===== src/rtl/vr_sync_fifo_pkg.sv =====
// Shared sizing helpers and default word type for the valid/ready synchronous FIFO.
package vr_sync_fifo_pkg;

  localparam int DEF_DATA_W = 8;
  localparam int DEF_DEPTH  = 8;

  typedef logic [DEF_DATA_W-1:0] word_t;

  function automatic int ptr_w(input int depth);
    return (depth > 1) ? $clog2(depth) : 1;
  endfunction

  // Count needs one extra bit so that DEPTH itself is representable.
  function automatic int cnt_w(input int depth);
    return $clog2(depth) + 1;
  endfunction

  function automatic bit is_pow2(input int v);
    return (v >= 2) && ((v & (v - 1)) == 0);
  endfunction

endpackage


===== src/rtl/vr_sync_fifo_if.sv =====
// Upstream/downstream handshake bundle plus flush and status for vr_sync_fifo.
interface vr_sync_fifo_if
  import vr_sync_fifo_pkg::*;
#(
  parameter int DATA_W = 8,
  parameter int DEPTH  = 8
);

  localparam int CNT_W = cnt_w(DEPTH);

  logic              flush;
  logic              in_valid;
  logic              in_ready;
  logic [DATA_W-1:0] in_data;
  logic              out_valid;
  logic              out_ready;
  logic [DATA_W-1:0] out_data;
  logic [CNT_W-1:0]  level;
  logic              almost_full;

  modport master (
    output flush, in_valid, in_data, out_ready,
    input  in_ready, out_valid, out_data, level, almost_full
  );

  modport slave (
    input  flush, in_valid, in_data, out_ready,
    output in_ready, out_valid, out_data, level, almost_full
  );

endinterface


===== src/rtl/vr_sync_fifo_mem.sv =====
// FIFO storage: DEPTH x DATA_W array, one synchronous write port, one asynchronous read port.
module vr_fifo_mem
  import vr_sync_fifo_pkg::*;
#(
  parameter int DATA_W = 8,
  parameter int DEPTH  = 8,
  parameter int PTR_W  = ptr_w(DEPTH)
) (
  input  logic              clk,
  input  logic              we_i,
  input  logic [PTR_W-1:0]  waddr_i,
  input  logic [DATA_W-1:0] wdata_i,
  input  logic [PTR_W-1:0]  raddr_i,
  output logic [DATA_W-1:0] rdata_o
);

  // Contents are deliberately not reset; readers are gated by out_valid.
  logic [DATA_W-1:0] mem_q [DEPTH];

  always_ff @(posedge clk) begin
    if (we_i) mem_q[waddr_i] <= wdata_i;
  end

  assign rdata_o = mem_q[raddr_i];

endmodule


===== src/rtl/vr_sync_fifo.sv =====
// Single-clock first-word-fall-through valid/ready FIFO with level, almost-full and flush.
module vr_sync_fifo
  import vr_sync_fifo_pkg::*;
#(
  parameter int DATA_W       = 8,
  parameter int DEPTH        = 8,
  parameter int AFULL_THRESH = DEPTH - 2
) (
  input  logic            clk,
  input  logic            rst,
  vr_sync_fifo_if.slave   fifo_if
);

  localparam int PTR_W = ptr_w(DEPTH);
  localparam int CNT_W = cnt_w(DEPTH);
  localparam logic [CNT_W-1:0] FULL_CNT = CNT_W'(DEPTH);
  localparam logic [CNT_W-1:0] AF_CNT   = CNT_W'(AFULL_THRESH);

  if ((DATA_W < 1) || !is_pow2(DEPTH) || (AFULL_THRESH < 1) || (AFULL_THRESH > DEPTH)) begin : g_param_err
    $error("vr_sync_fifo: illegal parameters DATA_W=%0d DEPTH=%0d AFULL_THRESH=%0d",
           DATA_W, DEPTH, AFULL_THRESH);
  end

  logic [PTR_W-1:0] wr_ptr_q, wr_ptr_d;
  logic [PTR_W-1:0] rd_ptr_q, rd_ptr_d;
  logic [CNT_W-1:0] count_q, count_d;
  logic             push, pop, wr_en;

  // All handshake outputs come from registered count; in_ready also drops asynchronously on rst.
  assign fifo_if.in_ready    = !rst && (count_q != FULL_CNT);
  assign fifo_if.out_valid   = (count_q != '0);
  assign fifo_if.level       = count_q;
  assign fifo_if.almost_full = (count_q >= AF_CNT);

  assign push  = fifo_if.in_valid  & fifo_if.in_ready;
  assign pop   = fifo_if.out_valid & fifo_if.out_ready;
  assign wr_en = push & !fifo_if.flush;

  always_comb begin
    wr_ptr_d = wr_ptr_q;
    rd_ptr_d = rd_ptr_q;
    count_d  = count_q;
    if (fifo_if.flush) begin
      wr_ptr_d = '0;
      rd_ptr_d = '0;
      count_d  = '0;
    end else begin
      if (push) wr_ptr_d = wr_ptr_q + PTR_W'(1);
      if (pop)  rd_ptr_d = rd_ptr_q + PTR_W'(1);
      unique case ({push, pop})
        2'b10:   count_d = count_q + CNT_W'(1);
        2'b01:   count_d = count_q - CNT_W'(1);
        default: count_d = count_q;
      endcase
    end
  end

  always_ff @(posedge clk or posedge rst) begin
    if (rst) begin
      wr_ptr_q <= '0;
      rd_ptr_q <= '0;
      count_q  <= '0;
    end else begin
      wr_ptr_q <= wr_ptr_d;
      rd_ptr_q <= rd_ptr_d;
      count_q  <= count_d;
    end
  end

  vr_fifo_mem #(
    .DATA_W (DATA_W),
    .DEPTH  (DEPTH),
    .PTR_W  (PTR_W)
  ) u_mem (
    .clk     (clk),
    .we_i    (wr_en),
    .waddr_i (wr_ptr_q),
    .wdata_i (fifo_if.in_data),
    .raddr_i (rd_ptr_q),
    .rdata_o (fifo_if.out_data)
  );

endmodule


===== src/flat_wrapper.sv =====
// flat-port wrapper written by rule: the top's interface ports become plain ports
module vr_sync_fifo_flat import vr_sync_fifo_pkg::*;
#(
  parameter int DATA_W       = 8,
  parameter int DEPTH        = 8,
  parameter int AFULL_THRESH = DEPTH - 2
)
  (clk, rst, fifo_if_flush, fifo_if_in_valid, fifo_if_in_data, fifo_if_out_ready, fifo_if_in_ready, fifo_if_out_valid, fifo_if_out_data, fifo_if_level, fifo_if_almost_full);
  vr_sync_fifo_if #(.DATA_W(DATA_W), .DEPTH(DEPTH)) fifo_if_i ();
  input  logic clk;
  input  logic rst;
  input wire logic [$bits(fifo_if_i.flush)-1:0] fifo_if_flush;
  input wire logic [$bits(fifo_if_i.in_valid)-1:0] fifo_if_in_valid;
  input wire logic [$bits(fifo_if_i.in_data)-1:0] fifo_if_in_data;
  input wire logic [$bits(fifo_if_i.out_ready)-1:0] fifo_if_out_ready;
  output wire logic [$bits(fifo_if_i.in_ready)-1:0] fifo_if_in_ready;
  output wire logic [$bits(fifo_if_i.out_valid)-1:0] fifo_if_out_valid;
  output wire logic [$bits(fifo_if_i.out_data)-1:0] fifo_if_out_data;
  output wire logic [$bits(fifo_if_i.level)-1:0] fifo_if_level;
  output wire logic [$bits(fifo_if_i.almost_full)-1:0] fifo_if_almost_full;
  assign fifo_if_i.flush = fifo_if_flush;
  assign fifo_if_i.in_valid = fifo_if_in_valid;
  assign fifo_if_i.in_data = fifo_if_in_data;
  assign fifo_if_i.out_ready = fifo_if_out_ready;
  assign fifo_if_in_ready = fifo_if_i.in_ready;
  assign fifo_if_out_valid = fifo_if_i.out_valid;
  assign fifo_if_out_data = fifo_if_i.out_data;
  assign fifo_if_level = fifo_if_i.level;
  assign fifo_if_almost_full = fifo_if_i.almost_full;
  vr_sync_fifo #(.DATA_W(DATA_W), .DEPTH(DEPTH), .AFULL_THRESH(AFULL_THRESH)) u_core (.clk(clk), .rst(rst), .fifo_if(fifo_if_i));
endmodule

===== config.mk =====
export PLATFORM = sky130hd
export DESIGN_NAME = vr_sync_fifo_flat
export DESIGN_NICKNAME = d
export VERILOG_FILES = /design/src/rtl/vr_sync_fifo_pkg.sv /design/src/rtl/vr_sync_fifo_if.sv /design/src/rtl/vr_sync_fifo_mem.sv /design/src/rtl/vr_sync_fifo.sv /design/src/flat_wrapper.sv
export SDC_FILE = /design/constraint.sdc
export NUM_CORES = 1
export LEC_CHECK = 0
export CAP_MARGIN = 20
export CORE_MARGIN = 3
export CORE_UTILIZATION = 51
export CTS_BUF_LIST = sky130_fd_sc_hd__clkbuf_4 sky130_fd_sc_hd__clkbuf_8 sky130_fd_sc_hd__clkbuf_16
export CTS_CLUSTER_DIAMETER = 120
export DETAILED_ROUTE_END_ITERATION = 16
export GPL_TIMING_DRIVEN = 0
export PLACE_DENSITY_LB_ADDON = 0.3
export SYNTH_ARGS = -nofsm -noshare
export SYNTH_HDL_FRONTEND = slang
export SYNTH_SLANG_ARGS = --single-unit

===== constraint.sdc =====
create_clock -name clk -period 2.6 [get_ports clk]
set_clock_uncertainty 0.15 [all_clocks]
set_input_delay 0.78 -clock clk [delete_from_list [all_inputs] [get_ports clk]]
set_output_delay 0.78 -clock clk [all_outputs]
set_load 0.01 [all_outputs]

# Yosys cells after proc, flatten, opt, wreduce, memory -nomap -nowiden
# Memories as Yosys holds them, arrays and structs flattened.
# Index checks and enable logic that the tools add are counted.
# totals
regBits	10
ramBits	64
input_bits	13
output_inout_bits	15
elab_cells	30
n_memories	1
# classes
addsub	4
order_cmp	1
eq_ne	3
n_mux	8
bitwise_logic	3
reduce_logical	7
# memory_table
memory	depth	width	rd	rd_ports_with_merged_regs	write_ports	line_no	source
u_core.u_mem.mem_q	8	8	1	0	1	vr_sync_fifo_mem.sv:18	logic [DATA_W-1:0] mem_q [DEPTH];
# ops
operator	n
3-bit two-way mux	4
4-bit one-hot mux with 2 select lines	1
3-bit by 1-bit adder with 3-bit output (second input constant)	2
4-bit by 1-bit adder with 4-bit output (second input constant)	1
4-bit by 3-bit greater-or-equal comparator with 1-bit output (second input constant)	1
4-bit two-way mux	1
4-bit != test (second input constant)	1
2-bit nonzero test	2
4-bit nonzero test	1
4-bit by 1-bit subtractor with 4-bit output (second input constant)	1
1-bit bitwise AND	3
3-bit nonzero test	1
2-bit by 1-bit equality test with 1-bit output (second input constant)	1
2-bit equality test (second input constant)	1
1-bit zero test	2
1-bit two-way mux	2
1-bit logical AND	1

# Logic depth before layout (Yosys ltp)
# Gate-level depths: netlist of run 1.
# depth
ltp_word	6
mapped_depth	9
ltp_nobuf	8

# Modules after synthesis
# Synthesis of run 1 repeated with hierarchy kept, for this count alone.
# hier_totals
hier_cells	175
area_unflattened_um2	3205.6
# modules_own_cells
module	n_inst	cells_each	area_each_um2	seq_area_each_um2
vr_fifo_mem	1	106	2531.2	1921.8
vr_sync_fifo	1	69	674.4	250.2

# Worst setup path after synthesis of run 1
# Ideal clock, no wire load.
# synth_timing
path_type	register -> output
startpoint	register u_core.rd_ptr_q[0]
endpoint	output port fifo_if_out_data[0]
arrival_ns	1.694
t_required_ns	1.670
path_slack_ns	-0.024
stages_incl_launch_ff	5
path_buffers	2
cell_sequence	dfrtp_1 -> buf_2 -> buf_2 -> mux4_2 -> mux2_2
# synth_between
elab_chain_cells	1
# synth_lines
item	line_no	source
start, declared	vr_sync_fifo.sv:25	logic [PTR_W-1:0] rd_ptr_q, rd_ptr_d;
start signal, assigned	vr_sync_fifo.sv:65	rd_ptr_q <= rd_ptr_d;
memory 8 x 8 bit	-	
end, declared	flat_wrapper.sv:18	output wire logic [$bits(fifo_if_i.out_data)-1:0] fifo_if_out_data;
# No other way between the ends.

# Final worst setup path of run 1
# layout_timing
startpoint	register u_core.rd_ptr_q[0]
endpoint	output port fifo_if_out_data[1]
# The elaborated chain is that of the path after synthesis.

==> results of run 1 <==
[sequential cells by signal, indices dropped and copies added, names as in the netlist]
name and cells:
u_core.u_mem.mem_q 64, u_core.rd_ptr_q 3, u_core.fifo_if.level 4, u_core.wr_ptr_q 3
[placed cells by master, fill, tap and decap left out, drive strengths merged, types with 3 or more instances in the layout]
cell	count
clkinv	3
clkbuf	15
mux4	16
buf	35
inv	3
nor2	14
xor2	3
clkdlybuf4s50	16
nand2b	3
ha	4
mux2	9
a21oi	4
nor3	5
nand3b	3
edfxtp	64
nand2	5
dfrtp	10
nand3	3
[cells in the mapped netlist (all sizes together)]
master	count	area [sq um]
edfxtp	64	1920
mux4	16	360
nor2	14	52.6
dfrtp	10	250
mux2	9	101
nand2	5	18.8
nor3	5	30.0
a21oi	4	31.3
buf	4	25.0
clkbuf	4	25.0
ha	4	50.1
nand2b	3	18.8
nand3	3	15.0
nand3b	3	22.5
xor2	3	26.3
a21o	2	15.0
inv	2	7.51
o21ai	2	10.0
or4	2	16.3
xnor2	2	17.5
a311o	1	10.0
a32oi	1	8.76
and2b	1	8.76
mux2i	1	10.0
nor2b	1	6.26
nor4b	1	8.76
o211ai	1	7.51
o21a	1	7.51
o311ai	1	8.76
o41a	1	12.5
o41ai	1	16.3
or4b	1	13.8
[through the flow]
stage / setup slack [ps] / hold slack [ps] / cells / TNS [ps] / utilization [%]
2_1_floorplan: 18.7 / 400 / 173 / 0 / -
3_3_place_gp: -1010 / 423 / 272 / -51380 / 61.3
3_5_place_dp: -861 / 472 / 274 / -52560 / 61.5
4_1_cts: -287 / 495 / 305 / -5450 / 70.1
5_1_grt: -292 / 344 / 309 / -2200 / 71.6
6_report: -228 / 330 / 309 / -1760 / 71.6
[area by class of cell]
class / instances / area [sq um]
plain buffers: 6 / 77.6
clock buffers: 11 / 145
clock inverters: 5 / 52.6
fillers: 335 / 1620
inverters: 2 / 7.51
multi-input cells: 89 / 1050
flip-flops and latches: 74 / 2170
well taps: 72 / 90.1
repair buffers: 50 / 488
[path summary, 6_finish.rpt]
path,cells after the start,slack (ps),startpoint,endpoint
max,5,-230,u_core.rd_ptr_q[0],fifo_if_out_data[1]
min,2,330,rst,u_core.wr_ptr_q[1]
max reg2reg,7,50,u_core.fifo_if.level[2],u_core.fifo_if.level[3]
min reg2reg,2,500,u_core.wr_ptr_q[0],u_core.wr_ptr_q[0]
max in group asynchronous,2,1630,rst,u_core.rd_ptr_q[1]
min in group clk,2,500,u_core.wr_ptr_q[0],u_core.wr_ptr_q[0]
[power by group]
group,internal (uW),leakage (uW),switching (uW)
combinational,833,0.000624,577
clock,477,0.000105,405
sequential,1340,0.000710,79.0
[critical path: cells and delay by family (launching register included)]
family	cells	cell delay [ps]
buffers and inverters	3	400
muxes	2	770
DFF	1	390
[routing by layer]
layer | part of all wire, % | track usage [%]
met5 | 0 | 0
met1 | 39 | 24.0
met2 | 53 | 34.0
met3 | 6.4 | 5.89
met4 | 1.9 | 8.35
[cell families after synthesis]
logic type / Yosys count
buffers and inverters: 10
AO/OA/AOI/OAI: 15
XOR/XNOR: 5
adder cells (fa/ha/maj): 4
flip-flops: 74
AND/OR/NAND/NOR: 39
multiplexers: 26
[timing repair]
action                                  CTS  global route
gates resized for setup                  80            17
endpoints found under the setup margin   76            36
cloned                                    1             0
pin swaps                                 4             8
buffers inserted                         15             6
==> out/qor.log, run 1 <==
qor: die.die-area 7120 sq um
qor: worst_hold_path.hold_path.class in2async
qor: route.route.detailed.wl_per_inst 21.6 microns
qor: critical_path.required 1670 ps
qor: yosys.syn-mean-instance-area 18.1 sq um
qor: timing.maxSlewViolCount 0
qor: timing.timing.slew.headroom 59.6%
qor: yosys.main_combinational_cell_family_by_area_after_synthesis multiplexers
qor: yosys.synth.net_count 190
qor: final_layout.flow.area_growth_from_synthesis 30.5%
qor: clock_network.cts_hold_repair.buffers 0
qor: die.die_height 84.4 microns
qor: timing.setup-violations-final 8
qor: grt.number_of_global_route_vias_before_repair 1965
qor: critical_path.worstPathMaxFanout 5
qor: grt.grt_first_pass_wirelength 10500 microns
qor: yosys.synth_xor_area_share 1.40%
qor: route.drt_iter0_markers 109
qor: timing.worst_slew_pin_slew 606 ps
qor: final_layout.share_of_cells_above_drive_strength_1 42.6%
qor: run_status.status finished with violations
qor: pwr.total_power 3710 uW
qor: placed_design.io_buffers 27
qor: die.start_util 54.9%
qor: die.floorplan.die.width 84.4 microns
qor: clock_network.h_tree_depth 3
qor: grt.groute.usage.overall 20.1%
qor: grt.grt_max_degree 13
qor: critical_path.critical_path.endpoint_type output port
qor: route.ant_nets 0
qor: critical_path.cp_data_arrival_time 1900 ps
qor: die.num_rows 27
qor: clock_network.clock-sinks 74
qor: grt.grt_remaining_overflow 0
qor: pwr.powerDensity 909 nW/um^2
qor: clock_network.clock_latency 350 ps
qor: pwr.worst_ir_drop_vdd 0.507 mV
qor: clock_network.reg_clk_slew_reported_paths 80 ps
qor: placed_design.placed_area 3510 sq um
qor: run_status.violations negative setup slack
qor: grt.number_of_antenna_violations_at_the_first_check_in_global_routing 0
qor: timing.final.setup.worst_slack -228 ps
qor: yosys.synth_fa_ha_area_share 1.60%
qor: die.coreArea 5710 sq um
qor: clock_network.clock-root-buffer sky130_fd_sc_hd__clkbuf_8
qor: placed_design.total_half_perimeter_wirelength_after_legalization_and_detailed_placement 3880 microns
qor: critical_path.crit_type reg2out
qor: flow_run.max-cap-violations 0
qor: yosys.synth_area 3130 sq um
qor: yosys.synth_mux_area_share 15.0%
qor: clock_network.cts_tree done
qor: yosys.yosysSeqAreaShare 69.3%
qor: yosys.postSynthCellCount 173
qor: final_layout.final_area 4090 sq um
qor: route.route.detailed.vias_per_inst 5.94
qor: critical_path.critical_path.max_stage_delay 490 ps
qor: yosys.synth_compound_gate_area_share 4.07%
qor: timing.finalHoldViolCount 0
qor: placed_design.gp_routability_congestion 0.948
qor: timing.max_freq 354 MHz
qor: yosys.netlist-cell-type-count 39
qor: die.number_of_i_o_pins 28
qor: timing.layout_worst_path_cycle_share 109%
qor: pwr.power.static_leakage 0.00144 uW
qor: timing.fin_crit 2830 ps
qor: clock_network.cts.path.max_buffers 2
qor: critical_path.slowest_stage sky130_fd_sc_hd__mux4_2
qor: route.routed_wire_length 6660 microns
qor: final_layout.layout.nets 249
qor: yosys.synth_warnings 0
qor: final_layout.antennaDiodeCount 0
qor: route.vias 1836
qor: clock_network.cts_inserted_buffers 9
qor: critical_path.timing.critical_path.cells buf_8 > buf_12 > mux4_2 > mux2_4 > buf_6
qor: critical_path.startpoint_type register
qor: route.drcViolationCount 0
qor: timing.grt_setup_unrepaired true
qor: yosys.synthSimpleGateAreaFrac 6.75%
qor: route.drt_pass1_iterations 4
qor: yosys.ys_ff_latch 74
Note: power is estimated with default switching activity, not from simulation.
==> run 2: changes to the inputs <==
--- a/config.mk
+++ b/config.mk
@@ -7,7 +7,7 @@
 export LEC_CHECK = 0
 export CAP_MARGIN = 20
 export CORE_MARGIN = 3
-export CORE_UTILIZATION = 51
+export CORE_UTILIZATION = 53
 export CTS_BUF_LIST = sky130_fd_sc_hd__clkbuf_4 sky130_fd_sc_hd__clkbuf_8 sky130_fd_sc_hd__clkbuf_16
 export CTS_CLUSTER_DIAMETER = 120
 export DETAILED_ROUTE_END_ITERATION = 16
==> constraint.sdc (replaced) <==
create_clock -name clk -period 2.8 [get_ports clk]
set_clock_uncertainty 0.15 [all_clocks]
set_input_delay 0.84 -clock clk [delete_from_list [all_inputs] [get_ports clk]]
set_output_delay 0.84 -clock clk [all_outputs]
set_load 0.01 [all_outputs]
==> out/qor.log, run 2 (synthesis results as in run 1) <==
qor: timing.timing.slew.headroom 44.5%
qor: critical_path.slowest_stage sky130_fd_sc_hd__mux4_2
qor: grt.grt_remaining_overflow 0
qor: timing.fin_hold_ws 458 ps
qor: critical_path.worst_r2r_path_depth 7
qor: final_layout.commonest_cells_after_routing_fill_and_taps_aside sky130_fd_sc_hd__edfxtp_1, sky130_fd_sc_hd__clkdlybuf4s50_1, sky130_fd_sc_hd__mux4_2
qor: run_status.violations negative setup slack
qor: final_layout.fin_util 71.0%
qor: critical_path.critical_path.max_stage_delay 490 ps
qor: route.ant_nets 0
qor: critical_path.crit_type reg2out
qor: timing.maxSlewViolCount 0
qor: final_layout.flow.area_growth_from_synthesis 27.1%
qor: critical_path.worstPathMaxFanout 5
qor: route.drcViolationCount 0
qor: critical_path.regToRegStartpoint u_core.fifo_if.level[2]
qor: route.drt_pass1_iterations 4
qor: route.route.detailed.wl_per_inst 21.6 microns
qor: grt.number_of_global_route_vias_before_repair 1906
qor: route.route.detailed.vias_per_inst 5.93
qor: route.routed_wire_length 6510 microns
qor: die.die-area 6870 sq um
qor: final_layout.layout.nets 241
qor: clock_network.cts.path.max_buffers 2
qor: critical_path.startpoint_type register
qor: critical_path.timing.critical_path.cells buf_8 > buf_12 > mux4_2 > mux2_2 > buf_6
qor: timing.grt_setup_unrepaired true
qor: worst_hold_path.hold-path-cell-count 2
qor: die.number_of_i_o_pins 28
qor: placed_design.gp_routability_congestion 0.918
qor: timing.worst_slew_pin_slew 833 ps
qor: die.coreArea 5610 sq um
qor: pwr.powerDensity 846 nW/um^2
qor: clock_network.clock_latency 350 ps
qor: pwr.worst_ir_drop_vdd 0.452 mV
qor: critical_path.regToRegEndpoint u_core.fifo_if.level[2]
qor: critical_path.regToRegSetupSlack 180 ps
qor: flow_run.max-cap-violations 0
qor: grt.groute.usage.overall 20.1%
qor: clock_network.reg_clk_slew_reported_paths 80 ps
qor: die.start_util 55.9%
qor: timing.setup-violations-final 24
qor: worst_hold_path.holdCritStartpoint u_core.wr_ptr_q[0]
qor: final_layout.largest_reg_flops 64
qor: critical_path.cp_data_arrival_time 1900 ps
qor: final_layout.share_of_cells_above_drive_strength_1 38.9%
qor: final_layout.antennaDiodeCount 0
qor: placed_design.total_half_perimeter_wirelength_after_legalization_and_detailed_placement 3940 microns
qor: final_layout.largest-register u_core.u_mem.mem_q
qor: die.die_height 82.9 microns
qor: grt.number_of_antenna_violations_at_the_first_check_in_global_routing 0
qor: clock_network.cts_hold_repair.buffers 0
qor: timing.max_freq 347 MHz
qor: critical_path.critical_path.endpoint_type output port
qor: die.num_rows 27
qor: clock_network.clock-root-buffer sky130_fd_sc_hd__clkbuf_8
qor: clock_network.clock-sinks 74
qor: timing.fin_crit 2890 ps
qor: worst_hold_path.hold_path.class reg2reg
qor: grt.grt_first_pass_wirelength 10400 microns
qor: clock_network.cts_tree done
qor: critical_path.required 1810 ps
qor: timing.layout_worst_path_cycle_share 103%
qor: clock_network.h_tree_depth 3
qor: timing.final.setup.worst_slack -85.8 ps
qor: run_status.status finished with violations
qor: timing.finalHoldViolCount 0
qor: route.drt_iter0_markers 104
qor: placed_design.io_buffers 27
qor: worst_hold_path.whs_endpoint u_core.wr_ptr_q[0]
qor: route.vias 1784
qor: grt.grt_max_degree 13
qor: clock_network.cts_inserted_buffers 9
qor: final_layout.final_common_cell sky130_fd_sc_hd__edfxtp_1
qor: pwr.power.static_leakage 0.00138 uW
qor: die.floorplan.die.width 82.9 microns
run 2: how the worst max path moves through the flow:
stage	to	slack, ps	depth (start not counted)	from
6_report	fifo_if_out_data[1]	-90	5	u_core.rd_ptr_q[0]
5_1_grt	fifo_if_out_data[2]	-150	5	u_core.rd_ptr_q[0]
4_1_cts	u_core.u_mem.mem_q[1][4]	-270	6	rst
3_5_place_dp	u_core.u_mem.mem_q[0][7]	-740	5	rst
3_3_place_gp	u_core.u_mem.mem_q[0][7]	-880	4	rst
2_1_floorplan	fifo_if_out_data[0]	120	4	u_core.rd_ptr_q[0]
run 2: area by class of cell:
cell class                      instances  area, sq um
Clock buffer                           10          131
Buffer                                  7         81.3
Inverter                                2         7.51
Tap cell                               72         90.1
Multi-Input combinational cell         89         1020
Clock inverter                          6         81.3
Timing Repair Buffer                   41          395
Sequential cell                        74         2180
Fill cell                             366         1630
run 2: through the flow:
step	TNS, ps	area (sq um)	cells	setup WS (ps)	total power (uW)
floorplan	0	3130	173	116	1930
global placement	-40670	3490	272	-880	2220
detailed placement	-41050	3500	274	-737	2260
CTS	-6630	3950	301	-265	3390
global route	-3030	3980	301	-150	3520
finish	-1090	3980	301	-85.8	3370
run 2: what timing repair did:
| item | CTS | global route |
|---|---|---|
| buffers inserted | 12 | 3 |
| setup endpoints to repair | 75 | 70 |
| gates cloned | 1 | 0 |
| pin swaps | 1 | 3 |
| gates resized for setup | 75 | 16 |
run 2: metal layers:
metal  wire [microns]  track usage (%)  part of all wire, %
met1             2710             26.6                   42
met2             3460             32.3                   53
met4               67             6.98                  1.0
met5                0                0                    0
met3              269             5.65                  4.1
run 2: worst max-delay path: cells and delay by family (launching register included):
| kind | cells | cell delay, ps |
|---|---|---|
| buffers and inverters | 3 | 390 |
| flip-flops | 1 | 380 |
| multiplexers | 2 | 780 |
run 2: power breakdown:
group,switching [uW],internal (uW)
sequential,69.3,1250
clock,375,506
combinational,493,676
==> run 3: changes to the inputs <==
--- a/config.mk
+++ b/config.mk
@@ -7,7 +7,7 @@
 export LEC_CHECK = 0
 export CAP_MARGIN = 20
 export CORE_MARGIN = 3
-export CORE_UTILIZATION = 53
+export CORE_UTILIZATION = 57
 export CTS_BUF_LIST = sky130_fd_sc_hd__clkbuf_4 sky130_fd_sc_hd__clkbuf_8 sky130_fd_sc_hd__clkbuf_16
 export CTS_CLUSTER_DIAMETER = 120
 export DETAILED_ROUTE_END_ITERATION = 16
==> out/qor.log, run 3 (synthesis results as in run 1) <==
qor: clock_network.reg_clk_slew_reported_paths 80 ps
qor: critical_path.worstPathMaxFanout 5
qor: die.die_height 80.2 microns
qor: clock_network.cts_tree done
qor: final_layout.final_common_cell sky130_fd_sc_hd__edfxtp_1
qor: placed_design.total_half_perimeter_wirelength_after_legalization_and_detailed_placement 3890 microns
qor: critical_path.cp_data_arrival_time 1990 ps
qor: route.route.detailed.vias_per_inst 6.00
qor: pwr.combPwrFrac 37.1%
qor: clock_network.cts_hold_repair.buffers 0
qor: pwr.power.static_leakage 0.00146 uW
qor: route.drt_pass1_iterations 4
qor: critical_path.timing.critical_path.cells buf_8 > buf_12 > buf_12 > mux4_2 > mux2_4 > buf_6
qor: flow_run.max-cap-violations 0
qor: timing.fin_crit 2980 ps
qor: final_layout.fillCellCount 274
qor: clock_network.clock-root-buffer sky130_fd_sc_hd__clkbuf_8
qor: critical_path.critical_path.endpoint_type output port
qor: worst_hold_path.hold_path.class reg2reg
qor: critical_path.startpoint_type register
qor: timing.final.setup.worst_slack -177 ps
qor: clock_network.cts_inserted_buffers 9
qor: grt.groute.usage.overall 23.5%
qor: timing.setup-violations-final 8
qor: timing.finalHoldViolCount 0
qor: critical_path.regToRegStartpoint u_core.fifo_if.level[0]
qor: critical_path.crit_type reg2out
qor: final_layout.fin_util 79.1%
qor: pwr.powerDensity 870 nW/um^2
qor: route.vias 1843
qor: route.drt_iter0_markers 116
qor: critical_path.worst_path_dominant_cell_family multiplexers
qor: run_status.violations negative setup slack
qor: final_layout.share_of_cells_above_drive_strength_1 40.9%
qor: timing.grt_setup_unrepaired true
qor: critical_path.required 1810 ps
qor: critical_path.worstPathBufferInverterCount 4
qor: final_layout.antennaDiodeCount 0
qor: timing.max_freq 336 MHz
qor: run_status.status finished with violations
qor: placed_design.placed_area 3510 sq um
qor: timing.fin_hold_ws 484 ps
qor: pwr.net-switching-power 986 uW
qor: route.ant_nets 0
qor: die.floorplan.die.width 80.2 microns
qor: worst_hold_path.holdCritStartpoint u_core.wr_ptr_q[0]
qor: final_layout.layout.nets 249
qor: clock_network.h_tree_depth 3
qor: grt.grt_remaining_overflow 0
qor: pwr.p_int 2600 uW
qor: final_layout.final_area 4120 sq um
qor: die.num_rows 26
qor: route.route.detailed.wl_per_inst 22.4 microns
qor: pwr.power_switching_share 27.5%
qor: final_layout.flow.area_growth_from_synthesis 31.3%
qor: critical_path.slowest_stage sky130_fd_sc_hd__mux4_2
qor: placed_design.preCtsSetupSlack -776 ps
qor: final_layout.commonest_cells_after_routing_fill_and_taps_aside sky130_fd_sc_hd__edfxtp_1, sky130_fd_sc_hd__clkdlybuf4s50_1, sky130_fd_sc_hd__mux4_2
qor: die.number_of_i_o_pins 28
qor: die.start_util 60.2%
qor: timing.setup_total_negative_slack -1280 ps
qor: final_layout.largest-register u_core.u_mem.mem_q
qor: pwr.worst_ir_drop_vdd 0.649 mV
qor: timing.layout_worst_path_cycle_share 106%
qor: pwr.clockPowerShare 26.3%
qor: clock_network.clock-sinks 74
qor: grt.grt_first_pass_wirelength 10600 microns
qor: placed_design.gp_routability_congestion 0.889
qor: timing.timing.slew.headroom 46.5%
qor: clock_network.clock_latency 340 ps
qor: die.coreArea 5200 sq um
qor: timing.worst_slew_pin_slew 803 ps
qor: grt.number_of_global_route_vias_before_repair 1902
qor: critical_path.startpoint u_core.rd_ptr_q[0]
qor: critical_path.critical_path.max_stage_delay 500 ps
qor: critical_path.critical-path-top-cell-by-count sky130_fd_sc_hd__buf_12
qor: pwr.seq_power_share 36.6%
qor: die.die-area 6420 sq um
qor: route.drcViolationCount 0
qor: clock_network.cts.path.max_buffers 2
qor: route.routed_wire_length 6860 microns
qor: grt.grt_max_degree 13
qor: final_layout.largest_reg_flops 64
qor: grt.number_of_antenna_violations_at_the_first_check_in_global_routing 0
qor: placed_design.io_buffers 27
qor: timing.maxSlewViolCount 0
[run 3: repair_timing]
action | 4_1_cts | 5_1_grt
cloned | 1 | 0
hold endpoints to repair | 0 | 0
buffers inserted | 9 | 9
gates resized for setup | 74 | 12
setup endpoints to repair | 74 | 67
pin swaps | 0 | 4
[run 3: through the flow]
step | power (uW) | cells
2_1_floorplan | 1930 | 173
3_3_place_gp | 2220 | 270
3_5_place_dp | 2260 | 272
4_1_cts | 3440 | 298
5_1_grt | 3720 | 307
6_report | 3580 | 307
[run 3: power by group through the flow]
stage | combinational [uW] | sequential (uW) | clock [uW]
2_1_floorplan | 602 | 1330 | 0
3_3_place_gp | 902 | 1320 | 0
3_5_place_dp | 935 | 1330 | 0
4_1_cts | 1200 | 1300 | 933
5_1_grt | 1410 | 1320 | 993
6_report | 1330 | 1310 | 940
[run 3: area by class of cell]
cell class	instances	area [sq um]	area share, %
Sequential cell	74	2170	52.8
Multi-Input combinational cell	89	1020	24.8
Timing Repair Buffer	48	505	12.3
Clock buffer	12	159	3.86
Buffer	8	88.8	2.16
Tap cell	70	87.6	2.13
Clock inverter	4	73.8	1.79
Inverter	2	7.51	0.182
[run 3: per-layer routing]
layer  GRT usage (%)  up-vias  part of all wire [%]
met2            41.1       54                    56
met1            29.1      965                    39
met4            9.12        0                   2.3
li1                -      810                     -
met5               0        -                     0
met3            4.04       14                   3.2
[run 3: worst reg2reg max path, cell delays in order (launching register included)]
cell                       delay (ps)
sky130_fd_sc_hd__dfrtp_1          400
sky130_fd_sc_hd__buf_6            150
sky130_fd_sc_hd__or4b_4           560
sky130_fd_sc_hd__a21oi_4          260
sky130_fd_sc_hd__xor2_1           120
sky130_fd_sc_hd__ha_1             260
sky130_fd_sc_hd__o311ai_1         320
sky130_fd_sc_hd__o211ai_1         130
sky130_fd_sc_hd__a21oi_1          180
[run 3: path summary, 6_finish.rpt]
check | to | cells past startpoint | slack [ps]
min in group asynchronous | u_core.wr_ptr_q[1] | 2 | 710
setup / recovery | fifo_if_out_data[2] | 6 | -180
hold / removal | u_core.wr_ptr_q[0] | 2 | 480
hold reg to reg | u_core.wr_ptr_q[0] | 2 | 480
setup reg to reg | u_core.fifo_if.level[2] | 8 | 170
max in group asynchronous | u_core.fifo_if.level[2] | 2 | 1470
